--- config.mk ---
export PLATFORM = sky130hd
export DESIGN_NAME = spi_packet_rx_flat
export DESIGN_NICKNAME = d
export VERILOG_FILES = /design/src/rtl/spi_packet_rx_if.sv /design/src/rtl/spi_packet_rx.sv /design/src/flat_wrapper.sv
export SDC_FILE = /design/constraint.sdc
export NUM_CORES = 1
export LEC_CHECK = 0
export BUFFER_PORTS_ARGS = -buffer_cell sky130_fd_sc_hd__buf_2
export CAP_MARGIN = 40
export CORE_MARGIN = 1
export CORE_UTILIZATION = 30
export DETAILED_ROUTE_END_ITERATION = 10
export PLACE_DENSITY = 0.53
export SYNTH_ARGS = -nofsm -noshare
export SYNTH_HDL_FRONTEND = slang
export SYNTH_SLANG_ARGS = --single-unit
--- constraint.sdc ---
create_clock -name clk -period 5.95 [get_ports clk]
set_clock_uncertainty 0.05 [all_clocks]
set_input_delay 0.2975 -clock clk [delete_from_list [all_inputs] [get_ports clk]]
set_output_delay 0.2975 -clock clk [all_outputs]
set_load 0.01 [all_outputs]
--- src/rtl/spi_packet_rx_if.sv ---
// Bus bundle for the SPI packet receiver: raw MCU SPI lines in, decoded frame out.
// Handshake: ready is a one-cycle strobe with no back-pressure. spiPacket1/2 are
// valid on and after that cycle and hold until the next strobe. frameErr is a
// one-cycle strobe that is never coincident with ready.
interface spi_packet_rx_if;
  logic       sck;
  logic       sdi;
  logic       csN;
  logic [7:0] spiPacket1;
  logic [7:0] spiPacket2;
  logic       ready;
  logic       frameErr;
  logic [1:0] fsm_state;

  modport master (
    output sck, sdi, csN,
    input  spiPacket1, spiPacket2, ready, frameErr, fsm_state
  );

  modport slave (
    input  sck, sdi, csN,
    output spiPacket1, spiPacket2, ready, frameErr, fsm_state
  );
endinterface

--- src/rtl/spi_packet_rx.sv ---
// SPI mode-0 slave receiver: oversamples sck/sdi/csN in clk and assembles
// two-byte MSB-first frames, aborting partial frames on csN release or sck timeout.
module spi_packet_rx #(
  parameter int SYNC_STAGES    = 2,
  parameter int TIMEOUT_CYCLES = 4096
) (
  input logic           clk,
  input logic           reset,
  spi_packet_rx_if.slave bus
);

  localparam int SS = (SYNC_STAGES < 2) ? 2 : SYNC_STAGES;
  localparam int TW = $clog2(TIMEOUT_CYCLES + 1);
  localparam logic [TW-1:0] TLIM = TW'(TIMEOUT_CYCLES);

  typedef enum logic [1:0] {
    IDLE  = 2'd0,
    BYTE0 = 2'd1,
    BYTE1 = 2'd2
  } state_t;

  // All three lines share one pipeline depth so data stays aligned with its clock.
  logic [SS-1:0] sck_sync, sdi_sync, csn_sync;
  logic          sck_prev;
  logic          sck_s, sdi_s, cs_s, sck_rise;

  state_t        state;
  logic [3:0]    bit_cnt;
  logic [TW-1:0] tcnt;
  logic [7:0]    shreg;
  logic [7:0]    held;
  logic [7:0]    p1, p2;
  logic          ready_r, err_r;
  logic [7:0]    next_byte;

  assign sck_s     = sck_sync[SS-1];
  assign sdi_s     = sdi_sync[SS-1];
  assign cs_s      = csn_sync[SS-1];
  assign sck_rise  = sck_s & ~sck_prev;
  assign next_byte = {shreg[6:0], sdi_s};

  always_ff @(posedge clk) begin
    if (reset) begin
      sck_sync <= '0;
      sdi_sync <= '0;
      csn_sync <= '1;
      sck_prev <= 1'b0;
    end else begin
      sck_sync <= {sck_sync[SS-2:0], bus.sck};
      sdi_sync <= {sdi_sync[SS-2:0], bus.sdi};
      csn_sync <= {csn_sync[SS-2:0], bus.csN};
      sck_prev <= sck_s;
    end
  end

  always_ff @(posedge clk) begin
    if (reset) begin
      state   <= IDLE;
      bit_cnt <= 4'd0;
      tcnt    <= '0;
      shreg   <= 8'd0;
      held    <= 8'd0;
      p1      <= 8'd0;
      p2      <= 8'd0;
      ready_r <= 1'b0;
      err_r   <= 1'b0;
    end else begin
      ready_r <= 1'b0;
      err_r   <= 1'b0;
      case (state)
        IDLE: begin
          bit_cnt <= 4'd0;
          tcnt    <= '0;
          if (!cs_s) state <= BYTE0;
        end
        default: begin
          // The completing edge wins over a coincident csN release.
          if (sck_rise && state == BYTE1 && bit_cnt == 4'd15) begin
            p1      <= held;
            p2      <= next_byte;
            shreg   <= next_byte;
            ready_r <= 1'b1;
            bit_cnt <= 4'd0;
            tcnt    <= '0;
            state   <= cs_s ? IDLE : BYTE0;
          end else if (cs_s) begin
            if (bit_cnt != 4'd0) err_r <= 1'b1;
            bit_cnt <= 4'd0;
            tcnt    <= '0;
            state   <= IDLE;
          end else if (sck_rise) begin
            shreg   <= next_byte;
            bit_cnt <= bit_cnt + 4'd1;
            tcnt    <= '0;
            if (bit_cnt == 4'd7) begin
              held  <= next_byte;
              state <= BYTE1;
            end
          end else if (bit_cnt == 4'd0) begin
            tcnt <= '0;
          end else if (tcnt == TLIM) begin
            err_r   <= 1'b1;
            bit_cnt <= 4'd0;
            tcnt    <= '0;
            state   <= BYTE0;
          end else begin
            tcnt <= tcnt + TW'(1);
          end
        end
      endcase
    end
  end

  assign bus.spiPacket1 = p1;
  assign bus.spiPacket2 = p2;
  assign bus.ready      = ready_r;
  assign bus.frameErr   = err_r;
  assign bus.fsm_state  = state;

endmodule
--- src/flat_wrapper.sv ---
// flat-port wrapper written by rule: the top's interface ports become plain ports
module spi_packet_rx_flat 
#(
  parameter int SYNC_STAGES    = 2,
  parameter int TIMEOUT_CYCLES = 4096
)
  (clk, reset, bus_sck, bus_sdi, bus_csN, bus_spiPacket1, bus_spiPacket2, bus_ready, bus_frameErr, bus_fsm_state);
  spi_packet_rx_if bus_i ();
  input logic clk;
  input logic reset;
  input wire logic [$bits(bus_i.sck)-1:0] bus_sck;
  input wire logic [$bits(bus_i.sdi)-1:0] bus_sdi;
  input wire logic [$bits(bus_i.csN)-1:0] bus_csN;
  output wire logic [$bits(bus_i.spiPacket1)-1:0] bus_spiPacket1;
  output wire logic [$bits(bus_i.spiPacket2)-1:0] bus_spiPacket2;
  output wire logic [$bits(bus_i.ready)-1:0] bus_ready;
  output wire logic [$bits(bus_i.frameErr)-1:0] bus_frameErr;
  output wire logic [$bits(bus_i.fsm_state)-1:0] bus_fsm_state;
  assign bus_i.sck = bus_sck;
  assign bus_i.sdi = bus_sdi;
  assign bus_i.csN = bus_csN;
  assign bus_spiPacket1 = bus_i.spiPacket1;
  assign bus_spiPacket2 = bus_i.spiPacket2;
  assign bus_ready = bus_i.ready;
  assign bus_frameErr = bus_i.frameErr;
  assign bus_fsm_state = bus_i.fsm_state;
  spi_packet_rx #(.SYNC_STAGES(SYNC_STAGES), .TIMEOUT_CYCLES(TIMEOUT_CYCLES)) u_core (.clk(clk), .reset(reset), .bus(bus_i));
endmodule
# Word-level counts from Yosys, hierarchy flattened

Cells that the tools add are included.

Flip-flop bits (word level): 59
Input port bits: 5
Output and inout bits: 20
Word-level logic and storage cells: 67

Add/subtract/negate cells: 2
Equal/unequal tests: 9
Multiplexer cells: 21
Bitwise operators: 5
Reductions and logical operators: 17

Operators by type and width:

| kind                                                                   | number |
|---|---|
| 7-bit 2-to-1 mux                                                       | 3 |
| 2-bit 2-to-1 mux                                                       | 8 |
| 13-bit by 1-bit adder with 13-bit output (second input constant)       | 1 |
| 13-bit equality test (second input constant)                           | 1 |
| 4-bit 2-to-1 mux                                                       | 3 |
| 1-bit 2-to-1 mux                                                       | 7 |
| 7-bit OR reduction                                                     | 1 |
| 5-bit by 2-bit != test with 1-bit output (second input constant)       | 1 |
| 5-bit by 4-bit != test with 1-bit output (second input constant)       | 1 |
| 5-bit AND reduction                                                    | 1 |
| 5-bit nonzero test                                                     | 1 |
| 4-bit by 1-bit adder with 4-bit output (second input constant)         | 1 |
| 4-bit by 3-bit equality test with 1-bit output (second input constant) | 1 |
| 4-bit equality test (second input constant)                            | 1 |
| 4-bit zero test                                                        | 1 |
| 2-bit != test (second input constant)                                  | 2 |
| 1-bit inverter                                                         | 4 |
| 2-bit AND reduction                                                    | 2 |
| 4-bit AND reduction                                                    | 1 |
| 2-bit nonzero test                                                     | 2 |
| 4-bit nonzero test                                                     | 1 |
| 4-bit OR reduction                                                     | 1 |
| 3-bit AND reduction                                                    | 1 |
| 3-bit OR reduction                                                     | 1 |
| 6 further kinds                                                        | 7 |

# Depth between registers and ports, before layout

Word-level depth: 7
Depth in mapped cells: 8
Depth with buffers taken out: 7

# Least setup slack after synthesis

No wires, ideal clock.

Path type: reg2reg
From: register u_core.tcnt[0]
To: register u_core.state[0], in the netlist u_core.bus.fsm_state[0]
Arrival time: 1915 ps
Setup slack: 3913 ps
Cell stages (with the launch flop): 7
Path buffers: 0
Path through: dfxtp_1 > inv_1 > ha_1 > or4bb_1 > or4b_4 > a221oi_2 > mux2i_1

Cells in the longest elaborated chain, start to end: 3

Ends and longest elaborated chain:

| item                          | line                 | source |
|---|---|---|
| start, declared               | spi_packet_rx.sv:29  | `logic [TW-1:0] tcnt;` |
| start signal, assigned        | spi_packet_rx.sv:107 | `tcnt <= tcnt + TW'(1);` |
| 13-bit equality test          | spi_packet_rx.sv:101 | `end else if (tcnt == TLIM) begin` |
| 5-bit nonzero test (no line)  | n/a                  |  |
| 4-bit AND reduction (no line) | n/a                  |  |
| end signal, assigned          | spi_packet_rx.sv:85  | `state <= cs_s ? IDLE : BYTE0;` |
| end, declared                 | spi_packet_rx.sv:27  | `state_t state;` |

Every way passes these cells.
A chain may end at the register's enable or synchronous reset.

# Worst setup path in the final report

Same ends and word-level chain as after synthesis.

==> results.cfg <==
[run_status]
outcome = finished, final reports clean

[floorplanning]
rows = 31
io-pin-count = 25
core_um2 = 7370
die_w_um = 89.86
start_util_pct = 31.43
die-area_um2 = 8075
dieHeight_um = 89.86

[power_and_ir_drop]
vdd_drop_max_uv = 138.7
power_density_nw_per_um2 = 289.1
p_int_mw = 0.6090
p_leak_nw = 1.048
power_frac_seq_pct = 51.7
combPwrFrac_pct = 3.1
p_sw_mw = 0.1731
p_sw_share_pct = 22.13
clock_power_share_pct = 45.1

[synth]
synth_top_family_by_area = simple AND/OR/NAND/NOR gates
muxShareOfSynthArea_pct = 6.915
yosys_warnings = 0
synthAdderAreaFrac_pct = 2.161
netlist_area_um2 = 2316
synth_ff_type = dfxtp_1
synth_area_leader_cell = dfxtp_1
async_reset_ff_share_pct = 0
synth_edf_count = 0
synth_compound_area_share_pct = 7.834
yosysUniqueCellTypes = 37
ys_seq_area_share_pct = 51.00
synth-seq-cells = 59
synth_nets = 270
yosys.area_share.simple_pct = 24.31
synth_top_cell_area_share_pct = 51.00
synth-xor-area-share_pct = 4.160
synthCells = 261
ys_top_cells_by_area = dfxtp_1, nand2_1, mux2i_1
avgSynthCellArea_um2 = 8.873

[route]
wl_mm = 4.348
via_count = 1739
route.detailed.drc = 0
via_per_inst = 4.505
drt_first_iter_violations = 88
drtAntennaViolNets = 0
first_pass_iters = 4
wl_per_cell_um = 11.26

[timing]
relSlewSlack_pct = 49.43
finalMaxSlewViolations = 0
fin_crit_sh_pct = 36.13
finalHoldViolations = 0
setup_viol = 0
tightest_slew_ns = 0.7585
tns_ns = 0
clock.fmax_ghz = 0.4652
rsz0062_at_grt = false
fin_crit_ns = 2.150

[cells_and_area]
mostFrequentLayoutCells = dfxtp_1, nand2_1, nor2_1
final_common_cell = dfxtp_1
postLayoutCoreUtil_pct = 36.71
syn_to_final_growth_pct = 16.80
drive_gt1_share_pct = 16.72
num_antenna_cells = 0
nNetsFinal = 292

[critical_path]
cp_slowest_cell = or4b_4
critPathBufInv = 1
reg2reg_depth = 6
setup.worst_path.start_class = flop
endpoint_kind = flop
cp_top_family = simple AND/OR/NAND/NOR gates
required_ns = 6.16
arrival_ns = 2.36
max_stage_delay_ns = 0.57
crit_chain = inv_1 -> ha_1 -> or4bb_1 -> or4b_4 -> a221oi_2 -> mux2i_1
crit_cells = 6
rrSetupSlack_ns = 3.80
critPathKind = reg -> reg
critPathMaxFanout = 5

[clock_network]
cts_resized = 0
clockRootBuffer = clkbuf_8
hold_buffers = 0
cts_tree = built
cts_sinks = 59
cts_setup_buffers = 0
clockBufferDepth = 2
clock_latency_ns = 0.34
numCtsBuffers = 9
cts.clk_slew.worst_paths_ns = 0.06
htreeDepth = 3

[global_routing]
track_usage_pct = 12.28
grt_pass1_vias = 1687
grt_max_degree = 44
grt_overflow = 0
antenna_found_initial = 0
grt_pass1_wl_mm = 7.866

[place]
dp_hpwl_mm = 2.827
gp_congestion = 0.7420
portBuffers = 24

[hold_path]
holdPathStages = 2
hold_path_class = in -> reg

[run]
max_cap_viol_count = 0
per-stage QoR:
| stage | power, mW | instance area, µm² | worst slack [ns] | instances | hold WS, ns |
|---|---|---|---|---|---|
| detailed placement | 0.4379 | 2514 | 3.809 | 371 | 0.3483 |
| CTS | 0.7954 | 2705 | 3.792 | 386 | 0.07761 |
| global placement | 0.4379 | 2514 | 3.847 | 371 | 0.3514 |
| floorplan | 0.4320 | 2316 | 3.913 | 261 | 0.3395 |
| finish | 0.7821 | 2705 | 3.800 | 386 | 0.09368 |
| global route | 0.8223 | 2705 | 3.605 | 386 | 0.09893 |
Yosys cell counts, drive strengths merged, types with 2 or more instances:
master   n
and3     3
nor2b    6
or2      2
clkbuf  13
nor3     7
nand2   43
mux2i   16
a21oi   20
xnor2    5
or4      3
nor2    36
dfxtp   59
ha       4
nor4     2
inv      8
nand3   10
o21ai    2
xor2     6
sequential cells by signal, indices dropped and copies added (netlist names), 2 cells and up:
name                   count
u_core.tcnt               13
u_core.sdi_sync            2
u_core.held                8
u_core.sck_sync            2
u_core.shreg               7
u_core.bus.spiPacket1      8
u_core.csn_sync            2
u_core.bit_cnt             4
u_core.bus.spiPacket2      8
u_core.bus.fsm_state       2
kinds of logic (layout without fill, tap and decap cells):
family                     after synthesis  count (layout)
adders and majority gates                4               4
buffers and inverters                   22              48
xor gates and xnor gates                11              11
and+or+nand+nor                        119             119
DFF                                     59              59
AOI/OAI and AO/OA                       30              30
muxes                                   16              16
power by group through the flow:
| stage | clock network (mW) | registers (mW) | logic [mW] |
|---|---|---|---|
| 2_1_floorplan | 0 | 0.410 | 0.0224 |
| 6_report | 0.353 | 0.405 | 0.0246 |
| 5_1_grt | 0.389 | 0.405 | 0.0281 |
| 4_1_cts | 0.366 | 0.404 | 0.0248 |
| 3_3_place_gp | 0 | 0.413 | 0.0249 |
| 3_5_place_dp | 0 | 0.413 | 0.0246 |
area by class of cell:
type                       instances  area [µm²]
inverter                           8       30.03
fill                             760        4664
sequential                        59        1181
multi-input combinational        180        1051
timing repair buffer              25       127.6
clock buffer                      10       137.6
clock inverter                     5       53.80
tap                               99       123.9
path summary, 6_finish.rpt:
path / start / endpoint
setup / recovery: u_core.tcnt[0] / u_core.bus.fsm_state[0]
hold / removal: bus_csN / u_core.csn_sync[0]
setup reg to reg: u_core.tcnt[0] / u_core.bus.fsm_state[0]
hold reg to reg: u_core.csn_sync[0] / u_core.csn_sync[1]
worst register-to-register path: stages, from the launching register on:
cell and delay, ns:
dfxtp_1 0.34, inv_1 0.07, ha_1 0.13, or4bb_1 0.41, or4b_4 0.57, a221oi_2 0.30
mux2i_1 0.21
metal layers:
layer  track usage [%]  vias to the layer above  routed length [µm]
met5                 0                        -                   0
met4             4.032                        0                  35
li1                  -                      906                   -
met3             5.922                        4                 212
met2             19.29                       32                1907
met1             14.72                      797                2192
No activity file was read; power rests on OpenSTA's default activity.
